## config.mk

```make
export PLATFORM = sky130hd
export DESIGN_NAME = matrix_scan_decoder_flat
export DESIGN_NICKNAME = d
export VERILOG_FILES = /design/src/rtl/matrix_scan_decoder_pkg.sv /design/src/rtl/matrix_scan_decoder_if.sv /design/src/rtl/matrix_scan_decoder_next_chan_pick.sv /design/src/rtl/matrix_scan_decoder.sv /design/src/flat_wrapper.sv
export SDC_FILE = /design/constraint.sdc
export NUM_CORES = 1
export LEC_CHECK = 0
export ABC_AREA = 1
export ABC_CLOCK_PERIOD_IN_PS = 2300
export CORE_ASPECT_RATIO = 0.6
export CORE_MARGIN = 5
export CORE_UTILIZATION = 57
export CTS_CLUSTER_SIZE = 20
export DETAILED_ROUTE_END_ITERATION = 6
export PLACE_DENSITY = 0.79
export SLEW_MARGIN = 20
export SYNTH_ARGS = -nofsm -noshare
export SYNTH_HDL_FRONTEND = slang
export SYNTH_SLANG_ARGS = --single-unit
export TNS_END_PERCENT = 20
```

## constraint.sdc

```tcl
create_clock -name clk_i -period 2.3 [get_ports clk_i]
set_clock_uncertainty 0.1 [all_clocks]
set_input_delay 0.46 -clock clk_i [delete_from_list [all_inputs] [get_ports clk_i]]
set_output_delay 0.46 -clock clk_i [all_outputs]
set_load 0.005 [all_outputs]
```

## src/rtl/matrix_scan_decoder_pkg.sv

```systemverilog
// Shared types and default timing constants for the HYLL matrix scan decoder.
package matrix_scan_pkg;

  typedef enum logic [1:0] {
    IDLE  = 2'd0,
    BLANK = 2'd1,
    DRIVE = 2'd2
  } scan_state_e;

  typedef enum logic {
    MODE_AUTO   = 1'b0,
    MODE_MANUAL = 1'b1
  } scan_mode_e;

  localparam int unsigned DWELL_CYC_DEF = 1000;
  localparam int unsigned BLANK_CYC_DEF = 4;

endpackage

```

## src/rtl/matrix_scan_decoder_if.sv

```systemverilog
// Control inputs and matrix-enable outputs of the scan decoder.
interface matrix_scan_decoder_if #(
  parameter int unsigned SEL_W = 2
) ();
  localparam int unsigned NCH = 1 << SEL_W;

  logic             scan_en_i;
  logic             mode_i;
  logic [SEL_W-1:0] manual_sel_i;
  logic [NCH-1:0]   ch_mask_i;
  logic [NCH-1:0]   sel_onehot_o;
  logic [SEL_W-1:0] sel_idx_o;
  logic             blank_o;
  logic             frame_start_o;

  modport slave (
    input  scan_en_i, mode_i, manual_sel_i, ch_mask_i,
    output sel_onehot_o, sel_idx_o, blank_o, frame_start_o
  );

  modport master (
    output scan_en_i, mode_i, manual_sel_i, ch_mask_i,
    input  sel_onehot_o, sel_idx_o, blank_o, frame_start_o
  );
endinterface

```

## src/rtl/matrix_scan_decoder_next_chan_pick.sv

```systemverilog
// Rotate-priority finder: first unmasked channel strictly above cur_i, wrapping;
// returns cur_i itself only when it is the sole unmasked channel.
module next_chan_pick #(
  parameter int unsigned SEL_W = 2
) (
  input  logic [SEL_W-1:0]        cur_i,
  input  logic [(1<<SEL_W)-1:0]   mask_i,
  output logic [SEL_W-1:0]        next_o,
  output logic                    valid_o
);
  localparam int unsigned NCH = 1 << SEL_W;

  logic [SEL_W-1:0] cand;

  // Walk offsets from farthest to nearest so the nearest hit is written last.
  always_comb begin
    next_o  = '0;
    valid_o = 1'b0;
    cand    = '0;
    for (int unsigned k = NCH; k >= 1; k--) begin
      cand = cur_i + SEL_W'(k);
      if (mask_i[cand]) begin
        next_o  = cand;
        valid_o = 1'b1;
      end
    end
  end
endmodule

```

## src/rtl/matrix_scan_decoder.sv

```systemverilog
// Time-multiplexed one-hot matrix select with blanking, auto scan and manual hold.
module matrix_scan_decoder
  import matrix_scan_pkg::*;
#(
  parameter int unsigned SEL_W     = 2,
  parameter int unsigned DWELL_CYC = DWELL_CYC_DEF,
  parameter int unsigned BLANK_CYC = BLANK_CYC_DEF
) (
  input  logic                 clk_i,
  input  logic                 rst_i,
  matrix_scan_decoder_if.slave bus
);
  localparam int unsigned NCH = 1 << SEL_W;
  localparam int unsigned DW  = $clog2(DWELL_CYC + 1);
  localparam int unsigned BW  = $clog2(BLANK_CYC + 1);

  scan_state_e      state_q, state_d;
  scan_mode_e       mode_q, mode_d, mode_in;
  logic [SEL_W-1:0] idx_q, idx_d;
  logic [SEL_W-1:0] last_q, last_d;
  logic [DW-1:0]    dwell_q, dwell_d;
  logic [BW-1:0]    blank_q, blank_d;
  logic             first_q, first_d;
  logic             frame_q, frame_d;

  logic [NCH-1:0]   onehot_q, onehot_d;
  logic [SEL_W-1:0] oidx_q, oidx_d;
  logic             oblank_q, oblank_d;
  logic             ofr_q, ofr_d;

  logic             en;
  logic [NCH-1:0]   mask;
  logic [SEL_W-1:0] msel;
  logic [SEL_W-1:0] nxt_idx, low_idx, tgt_idx;
  logic             nxt_vld, low_vld, tgt_ok;
  logic             go_idle, restart;

  assign en      = bus.scan_en_i;
  assign mask    = bus.ch_mask_i;
  assign msel    = bus.manual_sel_i;
  assign mode_in = scan_mode_e'(bus.mode_i);

  next_chan_pick #(.SEL_W(SEL_W)) u_pick_next (
    .cur_i   (idx_q),
    .mask_i  (mask),
    .next_o  (nxt_idx),
    .valid_o (nxt_vld)
  );

  next_chan_pick #(.SEL_W(SEL_W)) u_pick_low (
    .cur_i   ('1),
    .mask_i  (mask),
    .next_o  (low_idx),
    .valid_o (low_vld)
  );

  always_comb begin
    state_d = state_q;
    mode_d  = mode_q;
    idx_d   = idx_q;
    last_d  = last_q;
    dwell_d = dwell_q;
    blank_d = blank_q;
    first_d = first_q;
    frame_d = 1'b0;
    go_idle = 1'b0;
    restart = 1'b0;
    tgt_idx = idx_q;
    tgt_ok  = 1'b0;

    if (!en || mask == '0) begin
      go_idle = 1'b1;
    end else if (state_q == IDLE) begin
      mode_d  = mode_in;
      first_d = 1'b1;
      if (mode_in == MODE_MANUAL) begin
        tgt_idx = msel;
        tgt_ok  = mask[msel];
      end else begin
        tgt_idx = low_idx;
        tgt_ok  = low_vld;
      end
      restart = tgt_ok;
    end else if (mode_in != mode_q) begin
      mode_d  = mode_in;
      restart = 1'b1;
      if (mode_in == MODE_MANUAL) begin
        tgt_idx = msel;
        tgt_ok  = mask[msel];
      end else begin
        tgt_idx = nxt_idx;
        tgt_ok  = nxt_vld;
      end
    end else if (!mask[idx_q]) begin
      // Losing the held channel in manual mode has nowhere else to go.
      if (mode_q == MODE_MANUAL) begin
        go_idle = 1'b1;
      end else begin
        restart = 1'b1;
        tgt_idx = nxt_idx;
        tgt_ok  = nxt_vld;
      end
    end else if (mode_q == MODE_MANUAL && msel != idx_q) begin
      restart = 1'b1;
      tgt_idx = msel;
      tgt_ok  = mask[msel];
    end else if (state_q == BLANK) begin
      if (blank_q == BW'(BLANK_CYC - 1)) begin
        state_d = DRIVE;
        dwell_d = '0;
        last_d  = idx_q;
        first_d = 1'b0;
        frame_d = (mode_q == MODE_AUTO) && (first_q || idx_q <= last_q);
      end else begin
        blank_d = blank_q + BW'(1);
      end
    end else if (mode_q == MODE_AUTO) begin
      if (dwell_q == DW'(DWELL_CYC - 1)) begin
        restart = 1'b1;
        tgt_idx = nxt_idx;
        tgt_ok  = nxt_vld;
      end else begin
        dwell_d = dwell_q + DW'(1);
      end
    end

    if (go_idle || (restart && !tgt_ok)) begin
      state_d = IDLE;
      idx_d   = '0;
      blank_d = '0;
      dwell_d = '0;
    end else if (restart) begin
      state_d = BLANK;
      idx_d   = tgt_idx;
      blank_d = '0;
      dwell_d = '0;
    end
  end

  // Outputs follow the state one cycle later but drop at once when disabled.
  always_comb begin
    onehot_d = '0;
    if (en && state_q == DRIVE) onehot_d[idx_q] = 1'b1;
    oidx_d   = (en && state_q != IDLE) ? idx_q : '0;
    oblank_d = en && (state_q == BLANK);
    ofr_d    = en && frame_q;
  end

  always_ff @(posedge clk_i) begin
    if (rst_i) begin
      state_q  <= IDLE;
      mode_q   <= MODE_AUTO;
      idx_q    <= '0;
      last_q   <= '0;
      dwell_q  <= '0;
      blank_q  <= '0;
      first_q  <= 1'b0;
      frame_q  <= 1'b0;
      onehot_q <= '0;
      oidx_q   <= '0;
      oblank_q <= 1'b0;
      ofr_q    <= 1'b0;
    end else begin
      state_q  <= state_d;
      mode_q   <= mode_d;
      idx_q    <= idx_d;
      last_q   <= last_d;
      dwell_q  <= dwell_d;
      blank_q  <= blank_d;
      first_q  <= first_d;
      frame_q  <= frame_d;
      onehot_q <= onehot_d;
      oidx_q   <= oidx_d;
      oblank_q <= oblank_d;
      ofr_q    <= ofr_d;
    end
  end

  assign bus.sel_onehot_o  = onehot_q;
  assign bus.sel_idx_o     = oidx_q;
  assign bus.blank_o       = oblank_q;
  assign bus.frame_start_o = ofr_q;
endmodule

```

## src/flat_wrapper.sv

```systemverilog
// flat-port wrapper written by rule: the top's interface ports become plain ports
module matrix_scan_decoder_flat import matrix_scan_pkg::*;
#(
  parameter int unsigned SEL_W     = 2,
  parameter int unsigned DWELL_CYC = DWELL_CYC_DEF,
  parameter int unsigned BLANK_CYC = BLANK_CYC_DEF
)
  (clk_i, rst_i, bus_scan_en_i, bus_mode_i, bus_manual_sel_i, bus_ch_mask_i, bus_sel_onehot_o, bus_sel_idx_o, bus_blank_o, bus_frame_start_o);
  matrix_scan_decoder_if #(.SEL_W(SEL_W)) bus_i ();
  input  logic clk_i;
  input  logic rst_i;
  input wire logic [$bits(bus_i.scan_en_i)-1:0] bus_scan_en_i;
  input wire logic [$bits(bus_i.mode_i)-1:0] bus_mode_i;
  input wire logic [$bits(bus_i.manual_sel_i)-1:0] bus_manual_sel_i;
  input wire logic [$bits(bus_i.ch_mask_i)-1:0] bus_ch_mask_i;
  output wire logic [$bits(bus_i.sel_onehot_o)-1:0] bus_sel_onehot_o;
  output wire logic [$bits(bus_i.sel_idx_o)-1:0] bus_sel_idx_o;
  output wire logic [$bits(bus_i.blank_o)-1:0] bus_blank_o;
  output wire logic [$bits(bus_i.frame_start_o)-1:0] bus_frame_start_o;
  assign bus_i.scan_en_i = bus_scan_en_i;
  assign bus_i.mode_i = bus_mode_i;
  assign bus_i.manual_sel_i = bus_manual_sel_i;
  assign bus_i.ch_mask_i = bus_ch_mask_i;
  assign bus_sel_onehot_o = bus_i.sel_onehot_o;
  assign bus_sel_idx_o = bus_i.sel_idx_o;
  assign bus_blank_o = bus_i.blank_o;
  assign bus_frame_start_o = bus_i.frame_start_o;
  matrix_scan_decoder #(.SEL_W(SEL_W), .DWELL_CYC(DWELL_CYC), .BLANK_CYC(BLANK_CYC)) u_core (.clk_i(clk_i), .rst_i(rst_i), .bus(bus_i));
endmodule
```

; After elaboration in Yosys (flattened, before gate mapping)
; Cells that the tools add are included.
[word_totals]
register_bits = 30
word_cells = 172
input_bits = 10
[classes]
n_lt_le_gt_ge = 7
bitwise = 10
eq_ne = 19
reduce_logical = 35
mux = 83
add_sub_neg = 5
[op_table]
columns = op, count
row1 = 1-bit 2-to-1 mux, 55
row2 = 10-bit 2-to-1 mux, 4
row3 = 2-bit 2-to-1 mux, 18
row4 = 7-bit AND reduction, 3
row5 = 2-bit nonzero test, 8
row6 = 2-bit by 3-bit < comparator with 1-bit output (second input constant), 5
row7 = 2-bit by 1-bit != test with 1-bit output (second input constant), 7
row8 = 6-bit AND reduction, 2
row9 = 10-bit by 1-bit adder with 10-bit output (second input constant), 1
row10 = 1-bit binary-select mux with 2-bit select, 5
row11 = 10-bit equality test (second input constant), 1
row12 = 5-bit by 3-bit != test with 1-bit output (second input constant), 2
row13 = 1-bit NOT, 10
row14 = 1-bit logical AND, 8
row15 = 4-bit != test (second input constant), 2
row16 = 8-bit AND reduction, 1
row17 = 8-bit OR reduction, 1
row18 = 2-bit OR reduction, 3
row19 = 2-bit adder (second input constant), 2
row20 = 4-bit logical NOT, 1
row21 = 2-bit != test (second input constant), 2
row22 = 3-bit by 1-bit adder with 3-bit output (second input constant), 1
row23 = 3-bit by 2-bit equality test with 1-bit output (second input constant), 1
row24 = 1-bit logical OR, 3
row25 = other kinds (12), 13

; Depth between registers and ports, before layout
; Gate-level depths: netlist (run 1).
[depth]
depth_word = 18
mapped_depth = 14
ltp_nobuf = 13

; Cells and area by module
; A second synthesis (run 1) with hierarchy kept.
[hier_totals]
hier_cells = 387
hier_area_um2 = 2414.8
[modules_own_cells]
columns = mod, cells_per_inst, area_each_um2, instances
row1 = matrix_scan_decoder, 289, 1961.9, 1
row2 = next_chan_pick, 49, 226.5, 2

; Least setup slack after synthesis (run 1)
; No wires, ideal clock.
[synth_timing]
kind = register to register
startpoint = register u_core.idx_q[1]
endpoint = register u_core.idx_q[0]
arrival_ps = 1511
n_path_buf = 0
path_stages_with_launch = 14
slack_ps = 577
period_less_slack_ps = 1723
setup_ps = 111
cell_sequence = dfxtp_1 inv_2 ha_1 inv_1 nand3_1 nand2_1 nand2_1 nand2_1 nand2_1 nand3_1 nand2_1 nand2_1 nor2_1 nor2_1
[synth_between]
elab_chain_len = 18
word_cells_on_any_way = 58
classes_between = add/sub (3) / eq/ne (5) / mux (44) / reduce/logical (6)
[synth_rtl]
columns = item, line_no
row1 = "start, declared", matrix_scan_decoder.sv:19  ; logic [SEL_W-1:0] idx_q, idx_d;
row2 = "start signal, assigned", matrix_scan_decoder.sv:166  ; idx_q <= idx_d;
row3 = 2-bit adder or 1-bit binary-select mux with 2-bit select (tied branches), "matrix_scan_decoder_next_chan_pick.sv:21, matrix_scan_decoder_next_chan_pick.sv:22, matrix_scan_decoder.sv:94"
row4 = 1-bit binary-select mux with 2-bit select or 1-bit 2-to-1 mux (tied branches), "matrix_scan_decoder_next_chan_pick.sv:22, matrix_scan_decoder.sv:94"
row5 = 1-bit 2-to-1 mux (implied by the code), matrix_scan_decoder_next_chan_pick.sv:22  ; if (mask_i[cand]) begin
row6 = 1-bit 2-to-1 mux (3 in series), matrix_scan_decoder_next_chan_pick.sv:22
row7 = 1-bit 2-to-1 mux, matrix_scan_decoder.sv:118  ; if (dwell_q == DW'(DWELL_CYC - 1)) begin
row8 = 1-bit 2-to-1 mux, matrix_scan_decoder.sv:117  ; end else if (mode_q == MODE_AUTO) begin
row9 = 1-bit 2-to-1 mux, matrix_scan_decoder.sv:107  ; end else if (state_q == BLANK) begin
row10 = 1-bit 2-to-1 mux, matrix_scan_decoder.sv:103  ; end else if (mode_q == MODE_MANUAL && msel != idx_q) begin
row11 = 1-bit 2-to-1 mux, matrix_scan_decoder.sv:94  ; end else if (!mask[idx_q]) begin
row12 = 1-bit 2-to-1 mux, matrix_scan_decoder.sv:84  ; end else if (mode_in != mode_q) begin
row13 = 1-bit 2-to-1 mux, matrix_scan_decoder.sv:73  ; end else if (state_q == IDLE) begin
row14 = 1-bit 2-to-1 mux, matrix_scan_decoder.sv:71  ; if (!en || mask == '0) begin
row15 = 1-bit logical NOT, matrix_scan_decoder.sv:127  ; if (go_idle || (restart && !tgt_ok)) begin
row16 = 1-bit logical AND, matrix_scan_decoder.sv:127
row17 = 1-bit logical OR, matrix_scan_decoder.sv:127
row18 = 2-bit OR reduction (no source line), -
; Several ways; a longest one is shown, not always the timed one. The select of a mux whose other input is x is not followed.
; A chain may end at the register's enable or synchronous reset.

; Worst setup path after layout (run 1)
[layout_timing]
startpoint = input port bus_ch_mask_i[1]
endpoint = register u_core.last_q[0]
[layout_between]
elab_chain_len = 4
word_cells_on_any_way = 6
classes_between = mux (2) / bitwise (1) / reduce/logical (3)
[layout_rtl]
columns = item, line_no
row1 = "start, declared", flat_wrapper.sv:15  ; input wire logic [$bits(bus_i.ch_mask_i)-1:0] bus_ch_mask_i;
row2 = "parallel branches: the longest is 3 deep, another holds 1-bit binary-select mux with 2-bit select", -
row3 = 7-bit AND reduction (no source line) (*), -
row4 = "end signal, assigned", matrix_scan_decoder.sv:167  ; last_q <= last_d;
row5 = "end, declared", matrix_scan_decoder.sv:20  ; logic [SEL_W-1:0] last_q, last_d;
; Every way passes the cells marked *. The select of a mux whose other input is x is not followed.

==> results.md, run 1 <==
- Max VDD drop: 0.299 mV
- CTS H-Tree Depth: 2
- Worst rel slew slack: 74.8%
- Final estimated routing congestion in global placement: 0.965
- Total via count after detailed routing: 2025
- TritonCTS clock tree: yes
- Full die area: 4880 µm²
- CP max FO: 10
- Total inserted antenna cells: 0
- Layout net count: 355
- Residual antenna-violating net count after detailed routing: 0
- Hold Worst Slack: 0.326 ns
- Cell area after synthesis: 2020 µm²
- Final wirelength: 4860 µm
- Library cells used by synthesis: 32
- Critical path required time: 2.37 ns
- Drt wl/cell: 12.7 µm
- Post-route non-filler standard cell count: 382
- GR peak layer: met1
- Clock transition at the registers of the reported paths: 0.07 ns
- Total congestion overflow after global routing: 0
- Row count: 16
- Core Footprint: 3340 µm²
- Final worst path period need: 2.12 ns
- Vias per std cell: 5.30
- Initial core utilization: 60.5%
- Setup repair after global routing missed its margin: no
- Min-Delay Path Depth: 2
- Synthesized instance count: 300
- TritonRoute pass-1 iters: 5
- Proportion of synthesized chip area in sequential cells: 29.7%
- Synth Warn #: 0
- Outcome: finished, final reports clean
- P&R area growth vs syn: 19.6%
- Port Buf Inserts: 17
- Commonest non-fill, non-tap cell in the layout: nand2_1
- I/O pins: 18
- Clock Sink Count: 30
- Filler cells: 279
- Commonest cells after routing, fill and taps aside: 70 x nand2_1, 37 x nor2_1, 36 x inv_1
- GRT met1 Usage: 35.0%
- Cts repair resizes: 0
- Met2 usage in global routing: 26.2%
- Leakage power: 0.00105 µW
- Final Hold Viols: 0
- Slew Limit Fails: 0
- Transition time at the pin with the least slew margin: 0.374 ns
- Clock root cell: clkbuf_8
- Detail Placement HPWL: 3770 µm
- Number of buffers created by CTS: 5
- Pwr Density: 495 nW/µm²
- Number of global-route vias before repair: 1723
- Tcrit/Tclk final: 92.0%
- FF-to-FF path depth: 11
- Critical Path End Type: register
- DRC violations left: 0
- Clock latency on the worst-skew pair: 0.28 ns
- Share of cells above drive strength 1: 18.1%
- Setup slack after placement: -0.0562 ns
- Largest net degree at the start of global routing: 14
- Horizontal die dimension: 86.9 µm
- Setup TNS: 0 ns
- Clk buf depth: 2
- # hold bufs at CTS: 0
- Utilization after layout: 72.3%
- Maximum clock frequency: 0.473 GHz
- Class of the tightest hold or removal check: reg -> reg
- Mapped Avg Cell Area: 6.74 µm²
- Kind of start point of the critical path: input port
- Global-route wire length before repair: 8240 µm
- Final worst slack: 0.185 ns
- Number of maximum-capacitance constraint violations: 0
- Vert. Die Dim: 56.1 µm
- Count of final setup violators: 0
- Startpoint-to-endpoint class of the critical path: in -> reg
- Synthesized netlist net count: 319
- M3 GR Usage: 4.59%
- Tot GR Track Use: 21.0%
- Post-CTS setup-driven buffer insertion count: 0
- Antenna violations before repair: 0
- Flip-flop and latch count after synthesis: 30
- Data arrival time of the critical path: 2.19 ns
- Number of cells in the design after placement: 374
- Starting DRC count in detailed routing: 181
final timing paths:
| check | endpoint | startpoint | slack (ns) |
|---|---|---|---|
| worst max register to register | u_core.last_q[0] | u_core.dwell_q[0] | 0.27 |
| worst min-delay path | u_core.bus.frame_start_o | u_core.frame_q | 0.33 |
| worst min register to register | u_core.bus.frame_start_o | u_core.frame_q | 0.33 |
| worst max-delay path | u_core.last_q[0] | bus_ch_mask_i[1] | 0.18 |
worst max-delay path: stages:
cell,delay [ns]
clkdlybuf4s50_1,0.50
inv_1,0.09
nand2_1,0.11
nand3_2,0.10
nand2_2,0.09
nand2_2,0.08
nor3_2,0.13
nand2_2,0.18
nor2_2,0.16
inv_1,0.13
nor2_1,0.11
nor2_1,0.05
Yosys cell counts, drive strengths merged:
cell type,number,area (µm²)
xor2,3,26.3
a21boi,1,7.51
o21ai,16,83.8
nand4,6,37.5
nand3,30,178
o311ai,1,8.76
nor2,44,193
nand2,81,342
buf,3,37.5
dfxtp,30,601
a21o,1,7.51
xnor2,3,26.3
inv,42,163
nor3,6,35.0
o22ai,1,6.26
a21oi,21,143
ha,9,113
nor3b,1,7.51
o211ai,1,7.51
layer usage:
metal | up-vias | part of all wire, % | routed length (µm)
met5 | - | 0 | 0
met4 | 0 | 0.53 | 26
met3 | 4 | 9.6 | 468
met2 | 93 | 37 | 1790
met1 | 887 | 53 | 2570
li1 | 1041 | - | -
cell type report:
cell class	count	area (µm²)	share of cell area, %
repair buffers	32	283	11.7
multi-input cells	225	1220	50.5
clock inverters	2	12.5	0.517
clock buffers	6	82.6	3.41
inverters	42	163	6.73
well taps	45	56.3	2.33
flip-flops and latches	30	601	24.8
state kept, by name, indices dropped and copies added, names as in the netlist:
name                      count
u_core.bus.blank_o            1
u_core.idx_q                  2
u_core.state_q                2
u_core.bus.sel_idx_o          2
u_core.first_q                1
u_core.mode_q                 1
u_core.dwell_q               10
u_core.frame_q                1
u_core.last_q                 2
u_core.blank_q                3
u_core.bus.frame_start_o      1
u_core.bus.sel_onehot_o       4
stage by stage:
stage / total power, µW / cell area [µm²]
3_5_place_dp: 753 / 2320
2_1_floorplan: 687 / 2020
3_3_place_gp: 751 / 2320
4_1_cts: 1200 / 2420
5_1_grt: 1260 / 2420
6_report: 1200 / 2420
report_power, final:
part,internal [µW],switching [µW]
Combinational,80.2,133
Sequential,526,7.22
Clock,240,211
Total,846,351
cell families (layout without fill, tap and decap cells):
family	count (synthesis)	count (layout)	share of synthesized area, %
AND/OR/NAND/NOR	168	168	39.2
adder cells (fa/ha/maj)	9	9	5.57
XOR/XNOR	6	6	2.60
AO/OA/AOI/OAI	42	42	13.1
flip-flops	30	30	29.7
buffers and inverters	45	82	9.90
Note: power is estimated with default switching activity, not from simulation.
==> run 2, diff against run 1 <==
ABC_CLOCK_PERIOD_IN_PS = not set   (was 2300)
CORE_UTILIZATION = 60   (was 57)
DONT_BUFFER_PORTS = 1   (was not set)
PLACE_DENSITY = 0.76   (was 0.79)
==> results.md, run 2 (synthesis results as in run 1) <==
- Switching Power: 335 µW (-4.7%)
- Row count: 16 (unchanged)
- Cts repair resizes: 0 (unchanged)
- Buffers and inverters on the worst path: 2 (-1)
- Layout net count: 326 (-8.2%)
- Initial core utilization: 62.3% (+1.9 points)
- Biggest register: u_core.dwell_q
- Largest net degree at the start of global routing: 16 (+2)
- CP max FO: 7 (-3)
- Clock latency on the worst-skew pair: 0.28 ns (about the same)
- GR peak layer: met1
- Class of the tightest hold or removal check: in -> reg
- Share of cells above drive strength 1: 15.9% (-2.2 points)
- P&R area growth vs syn: 6.75%
- Starting DRC count in detailed routing: 178 (-1.7%)
- Most prevalent standard cell on the critical path: nand2_1
- Final estimated routing congestion in global placement: 0.937 (-2.9%)
- Area of all placed cells without fillers: 2160 µm² (-11%)
- Port Buf Inserts: 0 (-17)
- Clk buf depth: 2 (unchanged)
- GRT met1 Usage: 34.5% (-0.55 points)
- Clock Sink Count: 30 (unchanged)
- Number of maximum-capacitance constraint violations: 0 (unchanged)
- Leakage power: 0.000929 µW (-11%)
- Slew Limit Fails: 0 (unchanged)
- CTS H-Tree Depth: 2 (unchanged)
- Startpoint-to-endpoint class of the critical path: reg -> reg
- Tot GR Track Use: 21.6% (+0.64 points)
- Switching Fraction: 28.9% (-0.41 points)
- M3 GR Usage: 5.47% (+0.89 points)
- TritonCTS clock tree: yes
- Final wirelength: 4640 µm (-4.5%)
- Transition time at the pin with the least slew margin: 0.353 ns (-0.0208 ns)
- Clock transition at the registers of the reported paths: 0.07 ns (about the same)
- Final Hold Viols: 0 (unchanged)
- Number of buffers created by CTS: 5 (unchanged)
- Slowest cell delay on critical path: 0.49 ns (about the same)
- Global-route wire length before repair: 7850 µm (-4.7%)
- DRC violations left: 0 (unchanged)
- Outcome: finished, final reports clean
- Number of global-route vias before repair: 1642 (-4.7%)
- Final worst path period need: 1.98 ns (-0.133 ns)
- Core Footprint: 3240 µm² (-3.0%)
- Data arrival time of the critical path: 2.06 ns (-0.13 ns)
- Antenna violations before repair: 0 (unchanged)
- Clock Power Share: 38.4% (+0.7 points)
- I/O pins: 18 (unchanged)
- Total inserted antenna cells: 0 (unchanged)
- Setup repair after global routing missed its margin: no
- Cell internal pwr: 823 µW (-2.8%)
- # hold bufs at CTS: 0 (unchanged)
- Drt wl/cell: 13.2 µm (+3.4%)
- Residual antenna-violating net count after detailed routing: 0 (unchanged)
- Setup TNS: 0 ns (unchanged)
- Critical path required time: 2.38 ns (about the same)
- Commonest cells after routing, fill and taps aside: 70 x nand2_1, 37 x nor2_1, 36 x inv_1
- Total congestion overflow after global routing: 0 (unchanged)
- Maximum clock frequency: 0.505 GHz (+6.7%)
- Pwr Density: 536 nW/µm² (+8.3%)
- Tcrit/Tclk final: 86.2% (-5.8 points)
- Clock root cell: clkbuf_8
- Worst rel slew slack: 76.4% (+1.6 points)
- Relative contribution of sequential cells to total power: 46.1% (+1.6 points)
- Horizontal die dimension: 84.9 µm (-2.2%)
- Vias per std cell: 5.44 (+2.6%)
- TritonRoute pass-1 iters: 5 (unchanged)
- Cell at the slowest stage of the critical path: dfxtp_1
- Max VDD drop: 0.310 mV (+3.6%)
- Vert. Die Dim: 55.0 µm (-2.1%)
- Commonest non-fill, non-tap cell in the layout: nand2_1
- Flip-flop count of the largest register after layout: 10 (unchanged)
- Full die area: 4670 µm² (-4.3%)
- Post-CTS setup-driven buffer insertion count: 0 (unchanged)
- Largest delay share family, worst path: simple AND/OR/NAND/NOR gates
- Critical Path End Type: register
- Met2 usage in global routing: 29.1% (+3.0 points)
- Total via count after detailed routing: 1920 (-5.2%)
- Placement-stage cell area: 2060 µm² (-11%)
- Ordered cell list for the critical path: inv_2 -> ha_1 -> inv_1 -> nand3_1 -> nand2_1 -> nand2_1 -> nand2_1 -> nand2_1 -> nand3_1 -> nand2_1 -> nand2_1 -> nor2_1 -> nor2_1
- Kind of start point of the critical path: register
- Power share of the combinational group: 15.4% (-2.4 points)
- Detail Placement HPWL: 3610 µm (-4.3%)
- Count of final setup violators: 0 (unchanged)
run 2: stage by stage:
step / total power (µW) / hold slack [ns] / utilization [%] / setup WS [ns] / instances
5_1_grt: 1220 / 0.144 / 66.6 / 0.122 / 353
4_1_cts: 1160 / 0.142 / 66.6 / 0.371 / 353
3_3_place_gp: 719 / 0.314 / 63.6 / 0.398 / 345
6_report: 1160 / 0.147 / 66.6 / 0.318 / 353
3_5_place_dp: 720 / 0.322 / 63.6 / 0.388 / 345
2_1_floorplan: 687 / 0.302 / - / 0.577 / 300
run 2: area by class of cell:
class                   count  area [µm²]
clock inverters             2        12.5
inverters                  42         163
clock buffers               6        82.6
fillers                   299        1080
repair buffers              3        22.5
well taps                  45        56.3
multi-input cells         225        1220
flip-flops and latches     30         601
run 2: path summary, 6_finish.rpt:
path | slack, ns | cells past startpoint | from | to
max | 0.32 | 13 | u_core.idx_q[1] | u_core.idx_q[0]
min reg2reg | 0.32 | 2 | u_core.frame_q | u_core.bus.frame_start_o
min | 0.15 | 1 | rst_i | u_core.last_q[1]
max reg2reg | 0.32 | 13 | u_core.idx_q[1] | u_core.idx_q[0]
run 2: metal layers:
layer  wire [µm]  share of wire (%)  up-vias
li1            -                  -      978
met1        2570                 55      852
met2        1580                 34       88
met3         470                 10        2
met4          16               0.34        0
met5           0                  0        -
run 2: power by group through the flow:
stage	clock network, µW	registers (µW)	logic (µW)
3_3_place_gp	0	545	174
3_5_place_dp	0	545	174
4_1_cts	451	533	176
5_1_grt	478	534	203
2_1_floorplan	0	544	143
6_report	445	534	179
